`config.mk`:
```
export PLATFORM = sky130hd
export DESIGN_NAME = axis_fifo_packer_flat
export DESIGN_NICKNAME = d
export VERILOG_FILES = /design/src/rtl/axis_pkg.sv /design/src/rtl/axis_fifo_packer_if.sv /design/src/rtl/axis_pkt_counter.sv /design/src/rtl/axis_fifo_packer.sv /design/src/flat_wrapper.sv
export SDC_FILE = /design/constraint.sdc
export NUM_CORES = 1
export LEC_CHECK = 0
export CORE_ASPECT_RATIO = 2
export CORE_MARGIN = 2
export CORE_UTILIZATION = 56
export CTS_CLUSTER_DIAMETER = 100
export DETAILED_ROUTE_END_ITERATION = 16
export HOLD_SLACK_MARGIN = 0.05
export MAX_ROUTING_LAYER = met4
export PLACE_DENSITY = 0.84
export SLEW_MARGIN = 20
export SYNTH_ARGS = -nofsm -noshare
export SYNTH_HDL_FRONTEND = slang
export SYNTH_SLANG_ARGS = --single-unit
export TNS_END_PERCENT = 50
```
`constraint.sdc`:
```
create_clock -name clk -period 4.89 [get_ports clk]
set_input_delay 0.489 -clock clk [delete_from_list [all_inputs] [get_ports clk]]
set_output_delay 0.489 -clock clk [all_outputs]
set_load 0.05 [all_outputs]
```
`src/rtl/axis_pkg.sv`:
```
// Shared types and helpers for the FIFO-to-AXI-Stream packer.
package axis_pkg;

    // FILL: output register free; HOLD: output beat valid
    typedef enum logic {
        FILL = 1'b0,
        HOLD = 1'b1
    } state_t;

    localparam int unsigned MAX_RATIO = 32;

    // Lane mask with the lowest 'count' bits set, limited to 'ratio' lanes.
    function automatic logic [MAX_RATIO-1:0] keep_from_count(input int unsigned count,
                                                             input int unsigned ratio);
        logic [MAX_RATIO-1:0] mask;
        mask = '0;
        for (int unsigned i = 0; i < MAX_RATIO; i++) begin
            if ((i < count) && (i < ratio)) begin
                mask[i] = 1'b1;
            end
        end
        return mask;
    endfunction

endpackage

```
`src/rtl/axis_fifo_packer_if.sv`:
```
// Wide AXI-Stream output bundle of the packer.
interface axis_fifo_packer_if #(
    parameter int width = 8,
    parameter int ratio = 4
);
    logic                     m_valid;
    logic                     m_ready;
    logic [width*ratio-1:0]   m_data;
    logic [ratio-1:0]         m_keep;
    logic                     m_last;

    modport master (
        output m_valid,
        output m_data,
        output m_keep,
        output m_last,
        input  m_ready
    );

    modport slave (
        input  m_valid,
        input  m_data,
        input  m_keep,
        input  m_last,
        output m_ready
    );
endinterface

```
`src/rtl/axis_pkt_counter.sv`:
```
// Counts accepted beats within a packet and decides m_last for the beat being loaded.
module axis_pkt_counter #(
    parameter int len_width = 8
) (
    input  logic                 clk,
    input  logic                 rst,
    input  logic [len_width-1:0] pkt_words,
    input  logic                 handshake,
    input  logic                 last_out,
    output logic                 pkt_last
);

    logic [len_width-1:0] wcnt;
    logic [len_width-1:0] wcnt_eff;

    // Count as it will stand after this cycle's handshake, so a beat loaded
    // back-to-back with a handshake sees the updated position.
    always_comb begin
        wcnt_eff = wcnt;
        if (handshake) begin
            wcnt_eff = last_out ? '0 : wcnt + 1'b1;
        end
        pkt_last = (pkt_words != '0) && (wcnt_eff == (pkt_words - 1'b1));
    end

    // Word counter: clear on the last beat's handshake, otherwise advance per handshake.
    always_ff @(posedge clk) begin
        if (rst) begin
            wcnt <= '0;
        end else begin
            wcnt <= wcnt_eff;
        end
    end

endmodule

```
`src/rtl/axis_fifo_packer.sv`:
```
// Packs 'ratio' narrow FIFO entries into one wide AXI-Stream beat.
//
// state | meaning
// ------+-------------------------------------------------------------
// FILL  | output register free; entries accumulate, a close loads it
// HOLD  | beat presented (m_valid=1); accumulation continues up to
//       | ratio-1 lanes, the completing pop waits for a handshake
module axis_fifo_packer
    import axis_pkg::*;
#(
    parameter int width     = 8,
    parameter int ratio     = 4,
    parameter int len_width = 8
) (
    input  logic                  clk,
    input  logic                  rst,
    input  logic                  empty,
    input  logic [width-1:0]      read_data,
    output logic                  pop,
    input  logic                  flush,
    input  logic [len_width-1:0]  pkt_words,
    axis_fifo_packer_if.master    m_axis
);

    localparam int LANE_W = $clog2(ratio);
    localparam int WORD_W = width * ratio;

    state_t              state;
    state_t              state_nxt;
    logic [LANE_W-1:0]   lane_cnt;
    logic [WORD_W-1:0]   acc;
    logic [WORD_W-1:0]   acc_nxt;
    logic                flush_pend;

    logic [WORD_W-1:0]   out_data;
    logic [ratio-1:0]    out_keep;
    logic                out_last;

    logic                free;
    logic                handshake;
    logic                last_lane;
    logic                full_close;
    logic                flush_req;
    logic                flush_close;
    logic                word_close;
    logic [LANE_W:0]     filled;
    logic [ratio-1:0]    keep_nxt;
    logic                pkt_last;
    logic                load_last;

    assign m_axis.m_valid = (state == HOLD);
    assign m_axis.m_data  = out_data;
    assign m_axis.m_keep  = out_keep;
    assign m_axis.m_last  = out_last;

    // Pop/close decisions; a flush counts a pop happening in the same cycle.
    always_comb begin
        free        = (state == FILL) || m_axis.m_ready;
        handshake   = (state == HOLD) && m_axis.m_ready;
        last_lane   = (lane_cnt == LANE_W'(ratio - 1));
        pop         = ~rst & ~empty & ((state == FILL) | ~last_lane | m_axis.m_ready);
        full_close  = pop & last_lane;
        flush_req   = flush | flush_pend;
        filled      = {1'b0, lane_cnt} + {{LANE_W{1'b0}}, pop};
        flush_close = flush_req & free & (filled != '0);
        word_close  = full_close | flush_close;
        keep_nxt    = ratio'(keep_from_count(32'(filled), ratio));
        load_last   = flush_close | pkt_last;
    end

    // Partial word including this cycle's entry; unfilled lanes stay zero.
    always_comb begin
        acc_nxt = acc;
        if (pop) begin
            acc_nxt[int'(lane_cnt) * width +: width] = read_data;
        end
    end

    axis_pkt_counter #(
        .len_width (len_width)
    ) u_pkt_counter (
        .clk       (clk),
        .rst       (rst),
        .pkt_words (pkt_words),
        .handshake (handshake),
        .last_out  (out_last),
        .pkt_last  (pkt_last)
    );

    // State register.
    always_ff @(posedge clk) begin
        if (rst) begin
            state <= FILL;
        end else begin
            state <= state_nxt;
        end
    end

    // Next state: a close always lands in HOLD; a handshake without a close frees the register.
    always_comb begin
        state_nxt = state;
        case (state)
            FILL: begin
                if (word_close) begin
                    state_nxt = HOLD;
                end
            end
            HOLD: begin
                if (handshake) begin
                    state_nxt = word_close ? HOLD : FILL;
                end
            end
            default: state_nxt = FILL;
        endcase
    end

    // Accumulator, output register and pending flush.
    always_ff @(posedge clk) begin
        if (rst) begin
            lane_cnt   <= '0;
            acc        <= '0;
            flush_pend <= 1'b0;
            out_data   <= '0;
            out_keep   <= '0;
            out_last   <= 1'b0;
        end else begin
            if (word_close) begin
                out_data <= acc_nxt;
                out_keep <= keep_nxt;
                out_last <= load_last;
                lane_cnt <= '0;
                acc      <= '0;
            end else begin
                acc <= acc_nxt;
                if (pop) begin
                    lane_cnt <= lane_cnt + 1'b1;
                end
            end

            // Resolved once the output can take a word: closes it, or drops if nothing is filled.
            if (flush_req && free) begin
                flush_pend <= 1'b0;
            end else if (flush) begin
                flush_pend <= 1'b1;
            end
        end
    end

endmodule

```
`src/flat_wrapper.sv`:
```
// flat-port wrapper written by rule: the top's interface ports become plain ports
module axis_fifo_packer_flat import axis_pkg::*;
#(
    parameter int width     = 8,
    parameter int ratio     = 4,
    parameter int len_width = 8
)
  (clk, rst, empty, read_data, pop, flush, pkt_words, m_axis_m_valid, m_axis_m_data, m_axis_m_keep, m_axis_m_last, m_axis_m_ready);
  axis_fifo_packer_if #(.width(width), .ratio(ratio)) m_axis_i ();
  input  logic clk;
  input  logic rst;
  input  logic empty;
  input  logic [width-1:0] read_data;
  output logic pop;
  input  logic flush;
  input  logic [len_width-1:0] pkt_words;
  output wire logic [$bits(m_axis_i.m_valid)-1:0] m_axis_m_valid;
  output wire logic [$bits(m_axis_i.m_data)-1:0] m_axis_m_data;
  output wire logic [$bits(m_axis_i.m_keep)-1:0] m_axis_m_keep;
  output wire logic [$bits(m_axis_i.m_last)-1:0] m_axis_m_last;
  input wire logic [$bits(m_axis_i.m_ready)-1:0] m_axis_m_ready;
  assign m_axis_m_valid = m_axis_i.m_valid;
  assign m_axis_m_data = m_axis_i.m_data;
  assign m_axis_m_keep = m_axis_i.m_keep;
  assign m_axis_m_last = m_axis_i.m_last;
  assign m_axis_i.m_ready = m_axis_m_ready;
  axis_fifo_packer #(.width(width), .ratio(ratio), .len_width(len_width)) u_core (.clk(clk), .rst(rst), .empty(empty), .read_data(read_data), .pop(pop), .flush(flush), .pkt_words(pkt_words), .m_axis(m_axis_i));
endmodule
```
==> metrics.yaml <==
outcome:
  status: "completed"
global_route:
  grt_usage_pct: 26.19
  grt_antenna_before_repair: 0
  grt_max_degree: 73
  grt_pass1_vias: 2879
  grt_first_pass_wirelength_um: 13180
  overflow: 0
timing:
  fin_skew_ns: 0.007713
  tns_ns: 0
  maxSlewViolCount: 0
  post-route-min-period_ns: 3.402
  worst_pin_slew_ns: 0.7954
  rsz0062_at_grt: "no"
  setup_viol: 0
  hold_viol: 0
  holdWs_ns: 0.4760
  fmax_mhz: 293.9
  relSlewSlack_pct: 46.86
  min_period_over_period_pct: 69.58
logic_synthesis:
  synth_area_leader_cell: "dfxtp_1"
  yosysSeqAreaShare_pct: 47.84
  avgSynthCellArea_um2: 8.781
  synth_ff_type: "dfxtp_1"
  synth_cells: 386
  synthTopCellsByArea: "dfxtp_1, nor2_1, a211oi_1"
  ys_seq_elements: 81
  async_flop_share_pct: 0
  yosysWarnings: 0
  syn-cell-area_um2: 3390
  synth_edf_count: 0
  netlist.area_leader.share_pct: 47.84
  synth_nets: 415
  ys_types: 42
cts:
  holdBufCountCts: 0
  numCtsBuffers: 9
  cts_sinks: 81
  path_clk_slew_ns: 0.06
  cts-root-buf: "clkbuf_16"
  cts_tree: "yes"
  max-clock-path-buffers: 2
  htree_levels: 3
  cts_setup_buffers: 0
  cts_resized: 0
  worst_skew_pair.late_latency_ns: 0.34
power:
  clkPwrFrac_pct: 42.3
  peakVddDrop_mv: 0.3471
  swShare_pct: 26.61
  p_switching_mw: 0.4506
  power_density_nw_per_um2: 395.0
  p_leak_nw: 1.604
  share_comb_of_total_power_pct: 15.9
  total_power_mw: 1.693
  intPower_mw: 1.243
  pwr-share-seq_pct: 41.7
routing:
  routed_via_density: 5.925
  wl_per_cell_um: 15.59
  antenna_left: 0
  drcViolationCount: 0
  first_iter_violations: 126
  dr.pass1.iters: 4
  drt-total-wl_um: 7871
  vias: 2992
setup_path:
  crit_arrival_ns: 3.64
  criticalPathCategory: "in2reg"
  crit_required_ns: 5.13
  cp_max_fo: 72
  ff2ff_path_depth: 10
  end_kind: "flip-flop"
  critPathLaunchType: "input port"
finish:
  nFillCells: 465
  post-route-util_pct: 72.58
  fin_nets: 466
  drive_gt1_share_pct: 4.977
  final_cell_mix: "nor2_1, dfxtp_1, clkdlybuf4s50_1, a21oi_1, a211oi_1"
  seqCellArea_um2: 1622
  multi_input_comb_area_um2: 1629
  synthToLayoutAreaGrowth_pct: 26.47
  insertedDiodeCount: 0
  final_common_cell: "nor2_1"
min_path:
  hold_class: "reg2reg"
  min_path_cells: 2
floorplanning:
  core_um2: 5906
  die_x_um: 59.01
  die_area_um2: 6729
  initial_utilization_pct: 57.39
  die_h_um: 114.0
  placementRows: 40
  ios: 60
placement:
  dp.final_hpwl_um: 5458
  port_buffers: 59
  gp_congestion: 0.8308
job:
  maxCapViolCount: 0
==> power groups by stage <==
stage | Sequential, mW | Combinational, mW | Clock, mW
6_report | 0.707 | 0.270 | 0.717
5_1_grt | 0.710 | 0.289 | 0.750
4_1_cts | 0.707 | 0.270 | 0.722
3_5_place_dp | 0.721 | 0.267 | 0
3_3_place_gp | 0.719 | 0.261 | 0
2_1_floorplan | 0.799 | 0.103 | 0
==> registers in the layout (all words and copies together), names as in the netlist <==
| name | cells |
|---|---|
| u_core.acc | 32 |
| u_core.flush_pend | 1 |
| u_core.lane_cnt | 2 |
| u_core.m_axis.m_data | 32 |
| u_core.m_axis.m_keep | 4 |
| u_core.m_axis.m_last | 1 |
| u_core.m_axis.m_valid | 1 |
| u_core.u_pkt_counter.wcnt | 8 |
==> layout make-up <==
type,instances,share of cell area (%)
Clock inverter,5,1.839
Sequential cell,81,37.83
Timing Repair Buffer,61,14.13
Multi-Input combinational cell,276,38.00
Tap cell,63,1.839
Inverter,8,0.7005
Clock buffer,11,5.663
==> per-stage QoR <==
stage	instances	instance area (um^2)	setup slack, ns
after floorplan	386	3390	1.979
after global placement	489	3965	1.349
after detailed placement	489	3965	1.128
after CTS	505	4287	1.449
after global routing	505	4287	1.221
final	505	4287	1.488
==> path summary, 6_finish.rpt <==
kind                                   startpoint                                    end  slack, ns
max                                m_axis_m_ready  u_core.m_axis.m_data[22]$_SDFFE_PP0P_       1.49
max reg2reg       u_core.lane_cnt[0]$_SDFFE_PP0P_  u_core.m_axis.m_data[22]$_SDFFE_PP0P_       1.68
min          u_core.m_axis.m_keep[3]$_SDFFE_PP0P_   u_core.m_axis.m_keep[3]$_SDFFE_PP0P_       0.48
min reg2reg  u_core.m_axis.m_keep[3]$_SDFFE_PP0P_   u_core.m_axis.m_keep[3]$_SDFFE_PP0P_       0.48
==> cell families (layout without fill, tap and decap cells) <==
group	Yosys count	in the layout	synth area share, %
adders and majority gates	8	8	2.953
buffers and inverters	29	85	4.134
muxes	3	3	0.8860
AOI/OAI and AO/OA	88	88	17.05
xor gates and xnor gates	18	18	4.651
and+or+nand+nor	159	159	22.48
DFF	81	81	47.84
==> per-layer routing <==
| layer | part of all wire [%] | up-vias | wire length [um] | global-route usage, % |
|---|---|---|---|---|
| met2 | 52 | 99 | 4098 | 42.59 |
| met5 | 0 | - | 0 | - |
| met4 | 1.8 | 0 | 139 | 10.61 |
| met1 | 41 | 1414 | 3193 | 30.92 |
| met3 | 5.6 | 16 | 439 | 5.329 |
| li1 | - | 1463 | - | - |
==> cells in the mapped netlist, types with 2 or more instances <==
cell,n
nor4_1,4
nor3_1,6
nor3b_1,4
nor2_1,83
dfxtp_1,81
nand3_1,5
mux2i_1,3
o21ai_0,2
or4_1,2
buf_6,3
a21oi_1,35
buf_2,7
xor2_1,7
nand2b_1,4
a22oi_1,7
nor2b_1,2
xnor2_1,11
nand4_1,4
nand2_1,9
ha_1,8
or2_1,2
a211oi_1,34
inv_1,8
and2_0,3
and3_1,26
clkbuf_1,10
==> critical path, cell delays in order <==
cell	delay, ns
clkdlybuf4s50_1	0.63
nor2b_1	0.13
a21boi_2	0.49
nand2_1	0.17
ha_1	0.32
inv_1	0.06
a41oi_1	0.22
o22a_2	0.17
buf_4	0.53
nor2_1	0.11
a211oi_1	0.29
Note: power is estimated with default switching activity, not from simulation.
